**src/rtl/arm_pkg.sv**
```systemverilog
// Shared encodings for the multicycle ARM control path: FSM states, opcode,
// data-processing command, ALU control and condition codes.
package arm_pkg;

   typedef enum logic [3:0] {
      StFetch,
      StDecode,
      StMemAdr,
      StMemRd,
      StMemWb,
      StMemWr,
      StExecR,
      StExecI,
      StAluWb,
      StBranch
   } state_t;

   localparam logic [1:0] OP_DP  = 2'b00;
   localparam logic [1:0] OP_MEM = 2'b01;
   localparam logic [1:0] OP_B   = 2'b10;

   localparam logic [3:0] CMD_AND = 4'b0000;
   localparam logic [3:0] CMD_SUB = 4'b0010;
   localparam logic [3:0] CMD_ADD = 4'b0100;
   localparam logic [3:0] CMD_CMP = 4'b1010;
   localparam logic [3:0] CMD_ORR = 4'b1100;
   localparam logic [3:0] CMD_MOV = 4'b1101;

   localparam logic [1:0] ALU_ADD = 2'b00;
   localparam logic [1:0] ALU_SUB = 2'b01;
   localparam logic [1:0] ALU_AND = 2'b10;
   localparam logic [1:0] ALU_ORR = 2'b11;

   localparam logic [3:0] COND_EQ = 4'b0000;
   localparam logic [3:0] COND_NE = 4'b0001;
   localparam logic [3:0] COND_CS = 4'b0010;
   localparam logic [3:0] COND_CC = 4'b0011;
   localparam logic [3:0] COND_MI = 4'b0100;
   localparam logic [3:0] COND_PL = 4'b0101;
   localparam logic [3:0] COND_VS = 4'b0110;
   localparam logic [3:0] COND_VC = 4'b0111;
   localparam logic [3:0] COND_HI = 4'b1000;
   localparam logic [3:0] COND_LS = 4'b1001;
   localparam logic [3:0] COND_GE = 4'b1010;
   localparam logic [3:0] COND_LT = 4'b1011;
   localparam logic [3:0] COND_GT = 4'b1100;
   localparam logic [3:0] COND_LE = 4'b1101;
   localparam logic [3:0] COND_AL = 4'b1110;

endpackage

```
**src/rtl/cond_unit.sv**
```systemverilog
// NZCV flag register and condition-code evaluation. cond_ex looks only at the
// registered flags, never at the ALU flags of the current cycle.
module cond_unit
   import arm_pkg::*;
(
   input  logic       clk,
   input  logic       reset,
   input  logic [3:0] cond,
   input  logic [3:0] alu_flags,
   input  logic       flag_w_nz,
   input  logic       flag_w_cv,
   output logic       cond_ex
);

   logic [3:0] flags_q;
   logic       n, z, c, v;

   always_ff @(posedge clk) begin
      if (reset) begin
         flags_q <= 4'b0000;
      end else begin
         if (flag_w_nz) flags_q[3:2] <= alu_flags[3:2];
         if (flag_w_cv) flags_q[1:0] <= alu_flags[1:0];
      end
   end

   assign {n, z, c, v} = flags_q;

   always_comb begin
      cond_ex = 1'b0;
      case (cond)
         COND_EQ: cond_ex = z;
         COND_NE: cond_ex = ~z;
         COND_CS: cond_ex = c;
         COND_CC: cond_ex = ~c;
         COND_MI: cond_ex = n;
         COND_PL: cond_ex = ~n;
         COND_VS: cond_ex = v;
         COND_VC: cond_ex = ~v;
         COND_HI: cond_ex = c & ~z;
         COND_LS: cond_ex = ~c | z;
         COND_GE: cond_ex = (n == v);
         COND_LT: cond_ex = (n != v);
         COND_GT: cond_ex = ~z & (n == v);
         COND_LE: cond_ex = z | (n != v);
         COND_AL: cond_ex = 1'b1;
         default: cond_ex = 1'b0;
      endcase
   end

endmodule

```
**src/rtl/multicycle_controller.sv**
```systemverilog
// Multicycle ARM control unit: main FSM, data-processing decode and output
// generation; flags and condition checking live in cond_unit.
module multicycle_controller
   import arm_pkg::*;
(
   input  logic       clk,
   input  logic       reset,
   input  logic [1:0] op,
   input  logic [3:0] cond,
   input  logic [5:0] funct,
   input  logic [3:0] rd,
   input  logic [3:0] alu_flags,
   output logic       pc_write,
   output logic       adr_src,
   output logic       mem_write,
   output logic       ir_write,
   output logic       reg_write,
   output logic       alu_src_a,
   output logic [1:0] alu_src_b,
   output logic [1:0] result_src,
   output logic [1:0] imm_src,
   output logic [1:0] reg_src,
   output logic [1:0] alu_ctl,
   output logic       shift
);

   state_t     state_q, state_d, st;
   logic       cond_ex, cond_ex_q;
   logic       i_bit, s_bit;
   logic [3:0] cmd;
   logic [1:0] dp_ctl;
   logic       cmd_valid, cmd_cv, is_mov, is_cmp, in_exec, flag_w;

   assign i_bit  = funct[5];
   assign cmd    = funct[4:1];
   assign s_bit  = funct[0];
   assign is_cmp = (cmd == CMD_CMP);

   always_comb begin
      dp_ctl    = ALU_ADD;
      cmd_valid = 1'b1;
      cmd_cv    = 1'b0;
      is_mov    = 1'b0;
      case (cmd)
         CMD_ADD: begin dp_ctl = ALU_ADD; cmd_cv = 1'b1; end
         CMD_SUB: begin dp_ctl = ALU_SUB; cmd_cv = 1'b1; end
         CMD_CMP: begin dp_ctl = ALU_SUB; cmd_cv = 1'b1; end
         CMD_AND: dp_ctl = ALU_AND;
         CMD_ORR: dp_ctl = ALU_ORR;
         CMD_MOV: begin dp_ctl = ALU_ADD; is_mov = 1'b1; end
         default: cmd_valid = 1'b0;
      endcase
   end

   assign in_exec = ~reset & ((state_q == StExecR) | (state_q == StExecI));
   assign flag_w  = in_exec & cond_ex_q & (s_bit | is_cmp);

   cond_unit u_cond_unit (
      .clk       (clk),
      .reset     (reset),
      .cond      (cond),
      .alu_flags (alu_flags),
      .flag_w_nz (flag_w),
      .flag_w_cv (flag_w & cmd_cv),
      .cond_ex   (cond_ex)
   );

   always_ff @(posedge clk) begin
      if (reset) begin
         state_q   <= StFetch;
         cond_ex_q <= 1'b0;
      end else begin
         state_q <= state_d;
         if (state_q == StDecode) cond_ex_q <= cond_ex;
      end
   end

   always_comb begin
      state_d = StFetch;
      case (state_q)
         StFetch:  state_d = StDecode;
         StDecode: begin
            case (op)
               OP_MEM:  state_d = StMemAdr;
               OP_DP:   state_d = i_bit ? StExecI : StExecR;
               OP_B:    state_d = StBranch;
               default: state_d = StFetch;
            endcase
         end
         StMemAdr: state_d = s_bit ? StMemRd : StMemWr;
         StMemRd:  state_d = StMemWb;
         StExecR,
         StExecI:  state_d = StAluWb;
         default:  state_d = StFetch;
      endcase
   end

   // During reset the datapath sees FETCH mux settings with every write suppressed.
   assign st = reset ? StFetch : state_q;

   always_comb begin
      pc_write   = 1'b0;
      adr_src    = 1'b0;
      mem_write  = 1'b0;
      ir_write   = 1'b0;
      reg_write  = 1'b0;
      alu_src_a  = 1'b0;
      alu_src_b  = 2'b00;
      result_src = 2'b00;
      imm_src    = op;
      reg_src    = 2'b00;
      alu_ctl    = ALU_ADD;
      shift      = 1'b0;
      case (st)
         StFetch: begin
            ir_write   = 1'b1;
            pc_write   = 1'b1;
            alu_src_a  = 1'b1;
            alu_src_b  = 2'b10;
            result_src = 2'b10;
         end
         StDecode: begin
            alu_src_a = 1'b1;
            alu_src_b = 2'b10;
         end
         StMemAdr: alu_src_b = 2'b01;
         StMemRd:  adr_src = 1'b1;
         StMemWb: begin
            result_src = 2'b01;
            reg_write  = cond_ex_q;
            pc_write   = cond_ex_q & (rd == 4'd15);
         end
         StMemWr: begin
            adr_src    = 1'b1;
            mem_write  = cond_ex_q;
            reg_src[1] = 1'b1;
         end
         StExecR,
         StExecI: begin
            alu_src_b = (st == StExecI) ? 2'b01 : 2'b00;
            alu_ctl   = dp_ctl;
            shift     = is_mov;
         end
         StAluWb: begin
            reg_write = cond_ex_q & cmd_valid & ~is_cmp;
            pc_write  = cond_ex_q & cmd_valid & ~is_cmp & (rd == 4'd15);
         end
         StBranch: begin
            reg_src[0] = 1'b1;
            alu_src_b  = 2'b01;
            result_src = 2'b10;
            pc_write   = cond_ex_q;
         end
         default: ;
      endcase
      if (reset) begin
         pc_write  = 1'b0;
         ir_write  = 1'b0;
         reg_write = 1'b0;
         mem_write = 1'b0;
      end
   end

endmodule

```
**config.mk**
```make
export PLATFORM = sky130hd
export DESIGN_NAME = multicycle_controller
export DESIGN_NICKNAME = d
export VERILOG_FILES = /design/src/rtl/arm_pkg.sv /design/src/rtl/cond_unit.sv /design/src/rtl/multicycle_controller.sv
export SDC_FILE = /design/constraint.sdc
export NUM_CORES = 1
export LEC_CHECK = 0
export CORE_MARGIN = 2
export CORE_UTILIZATION = 44
export CTS_CLUSTER_DIAMETER = 150
export DETAILED_ROUTE_END_ITERATION = 7
export PLACE_DENSITY = 0.85
export SLEW_MARGIN = 20
export SYNTH_ARGS = -nofsm -noshare
export SYNTH_HDL_FRONTEND = slang
export SYNTH_SLANG_ARGS = --single-unit
export TNS_END_PERCENT = 5
```
**constraint.sdc**
```tcl
create_clock -name clk -period 5 [get_ports clk]
set_clock_uncertainty 0.2 [all_clocks]
set_input_delay 1 -clock clk [delete_from_list [all_inputs] [get_ports clk]]
set_output_delay 1 -clock clk [all_outputs]
set_load 0.03 [all_outputs]
```
==> results of run 1 <==
==> cells by family (layout without fill, tap and decap cells) <==
kind of cell	after synthesis	after routing	share of synthesized area (%)
buffers and inverters	13	47	6.99
muxes	6	6	6.85
AOI/OAI and AO/OA	28	28	20.8
DFF	9	9	20.5
and+or+nand+nor	60	60	37.8
xor gates and xnor gates	7	7	6.99
==> where the power goes <==
part | total (mW) | switching (mW) | internal [mW]
logic | 0.0804 | 0.0392 | 0.0412
clock network | 0.0549 | 0.0243 | 0.0307
registers | 0.0830 | 0.00833 | 0.0747
==> worst max-delay path: cells and delay by family <==
family	cells	cell delay (ps)
buffers and inverters	2	1260
muxes	1	200
AOI/OAI and AO/OA	4	720
==> metrics by stage <==
| step | total power [mW] | utilization [%] |
|---|---|---|
| 6_report | 0.218 | 66.5 |
| 5_1_grt | 0.233 | 66.5 |
| 4_1_cts | 0.221 | 66.5 |
| 3_5_place_dp | 0.164 | 65.2 |
| 3_3_place_gp | 0.162 | 65.2 |
| 2_1_floorplan | 0.129 | - |
==> metal layers <==
metal	track usage (%)	up-vias	routed length (um)
li1	-	514	-
met1	24.1	466	1030
met2	38.8	22	1250
met3	4.63	0	97
met4	4.29	0	0
met5	0	-	0
==> final timing paths <==
check	end	slack [ps]	from	cells after the start
setup reg to reg	u_cond_unit.flags_q[1]	3160	state_q[2]	5
hold / removal	u_cond_unit.flags_q[2]	340	u_cond_unit.flags_q[2]	2
hold reg to reg	u_cond_unit.flags_q[2]	340	u_cond_unit.flags_q[2]	2
setup / recovery	pc_write	620	funct[3]	7
==> cells in the mapped netlist <==
cell type,number
nor2_1,14
dfxtp_1,9
a21oi_1,7
nand2b_1,7
nor3_1,7
mux2i_1,6
nand2_1,6
nor2b_1,5
o21ai_0,5
buf_2,4
inv_1,4
xor2_1,4
a211oi_1,3
clkbuf_1,3
nand3b_1,3
nand4_1,3
or3_1,3
xnor2_1,3
a31oi_1,2
a32oi_1,2
buf_4,2
nand3_1,2
nor3b_1,2
o2111ai_1,2
o211ai_1,2
o22ai_1,2
or2_2,2
or3b_2,2
a31o_2,1
and2_1,1
and4b_1,1
nor4_1,1
o31ai_1,1
o41ai_1,1
or3b_1,1
==> registers in the layout, summed over array words and instances (netlist names) <==
| register | cells |
|---|---|
| state_q | 4 |
| u_cond_unit.flags_q | 4 |
| cond_ex_q | 1 |
==> placed cells by master, fill, tap and decap left out, drive strengths merged, types with 2 or more instances in the layout <==
cell,netlist,layout
a211oi,3,3
a21oi,7,7
a31oi,2,2
a32oi,2,2
clkbuf,3,4
clkdlybuf4s50,0,38
dfxtp,9,9
inv,4,4
mux2i,6,6
nand2,6,6
nand2b,7,7
nand3,2,2
nand3b,3,3
nand4,3,3
nor2,14,14
nor2b,5,5
nor3,7,7
nor3b,2,2
o2111ai,2,2
o211ai,2,2
o21ai,5,5
o22ai,2,2
or2,2,2
or3,3,3
or3b,3,3
xnor2,3,3
xor2,4,4
==> layout make-up <==
class | count | area [um^2]
clock buffers | 4 | 26.3
fillers | 170 | 643
well taps | 27 | 33.8
repair buffers | 39 | 388
multi-input cells | 101 | 636
flip-flops and latches | 9 | 180
inverters | 4 | 15.0
==> reports/summary.txt, run 1 <==
Result of the run -> complete, no violations
Worst path slowest cell -> clkdlybuf4s50_1
Seq cells post-synth -> 9
Num CTS Buffers -> 3
CP dominant cell by count -> a211oi_1
Number of synthesis warnings -> 0
Synth top area cells -> dfxtp_1 (21%), mux2i_1 (6.8%), nor2_1 (6.0%)
Detailed placement HPWL -> 1.87 mm
CP Capture Type -> primary output
Gp weighted congestion -> 0.833
Fin. max-slew vios -> 0
H-tree levels -> 1
Core Region -> 1920 um^2
Cts hold-fix bufs -> 0
Ports -> 39
# DRC -> 0
Cts repair resizes -> 0
Setup Fix Bufs, Post-CTS -> 0
IO buf count -> 38
Worst hold path class -> register to register
Clk slew on worst S/H paths -> 60 ps
Global route total overflow -> 0
Initial core utilization -> 45.6%
Non-filler instance count after layout -> 184
First DRT Iteration DRCs -> 16
Fin Setup TNS -> 0 ps
CTS root buf -> clkbuf_4
Final ANT Viol Nets -> 0
CP Data Arrival Time -> 3180 ps
Die area -> 2370 um^2
First-pass GRT wire length -> 3.95 mm
Leak -> 0.463 nW
Vias per cell -> 5.45
Pre-CTS setup slack -> 633 ps
Critical Path, Cell by Cell -> clkdlybuf4s50_1, mux2i_1, o2111ai_1, a211oi_1, a211oi_1, a211oi_1, clkdlybuf4s50_1
Tmin final -> 4380 ps
Vias in the first global route -> 911
Final hold slack -> 342 ps
Drt wl/cell -> 12.9 um
Worst path max stage delay -> 710 ps
Mapped Area -> 877 um^2
Share of cells above drive strength 1 -> 5.73%
Initial antenna violation count -> 0
Pwr Density -> 171 nW/um^2
Final Hold Vio Count -> 0
Syn Inst Count -> 123
Cells after DPL -> 180
WS Path Type -> input port to primary output
Largest net degree at the start of global routing -> 16
Worst Path Max Fanout -> 5
Antenna Cells -> 0
Post-Syn Nets -> 145
Yosys top cell area share -> 20.5%
Final WS setup -> 615 ps
Sequential share of the synthesized area -> 20.5%
Distinct cells, synth -> 35
Routed WL -> 2.38 mm
Worst-Skew Late Latency -> 260 ps
VDD IR max -> 137 uV
Tcrit/Tclk final -> 87.7%
DRT Pass-1 Iters -> 4
Nets@finish -> 180
Worst slew pin tran -> 506 ps
Final instance area -> 1280 um^2
GRT Total Usage -> 20.8%
Routed vias -> 1,002
Placed Area -> 1250 um^2
CTS tree -> done
Startpoint Class -> input port
Area grow syn2layout -> 45.8%
Mean area per synthesized cell -> 7.13 um^2
Longest Clk Path Bufs -> 2
Die height -> 48.6 um
# clock sinks -> 9
Max-cap violations -> 0
Required time worst endpoint -> 3800 ps
Horiz. Die Dim -> 48.6 um
Row count -> 16
FMAX -> 228 MHz
Post-synth top area cell -> dfxtp_1
Max_slew headroom -> 66.2%
Count of final setup violators -> 0
Unrepaired setup endpoints after global routing -> false
Power figures use the tool's default switching activity.
==> run 2, diff against run 1 <==
--- a/config.mk
+++ b/config.mk
@@ -5,6 +5,7 @@
 export SDC_FILE = /design/constraint.sdc
 export NUM_CORES = 1
 export LEC_CHECK = 0
+export ABC_CLOCK_PERIOD_IN_PS = 5000
 export CORE_MARGIN = 2
 export CORE_UTILIZATION = 44
 export CTS_CLUSTER_DIAMETER = 150
==> results of run 2 <==
Final layout, timing and power as in run 1 (identical DEF).
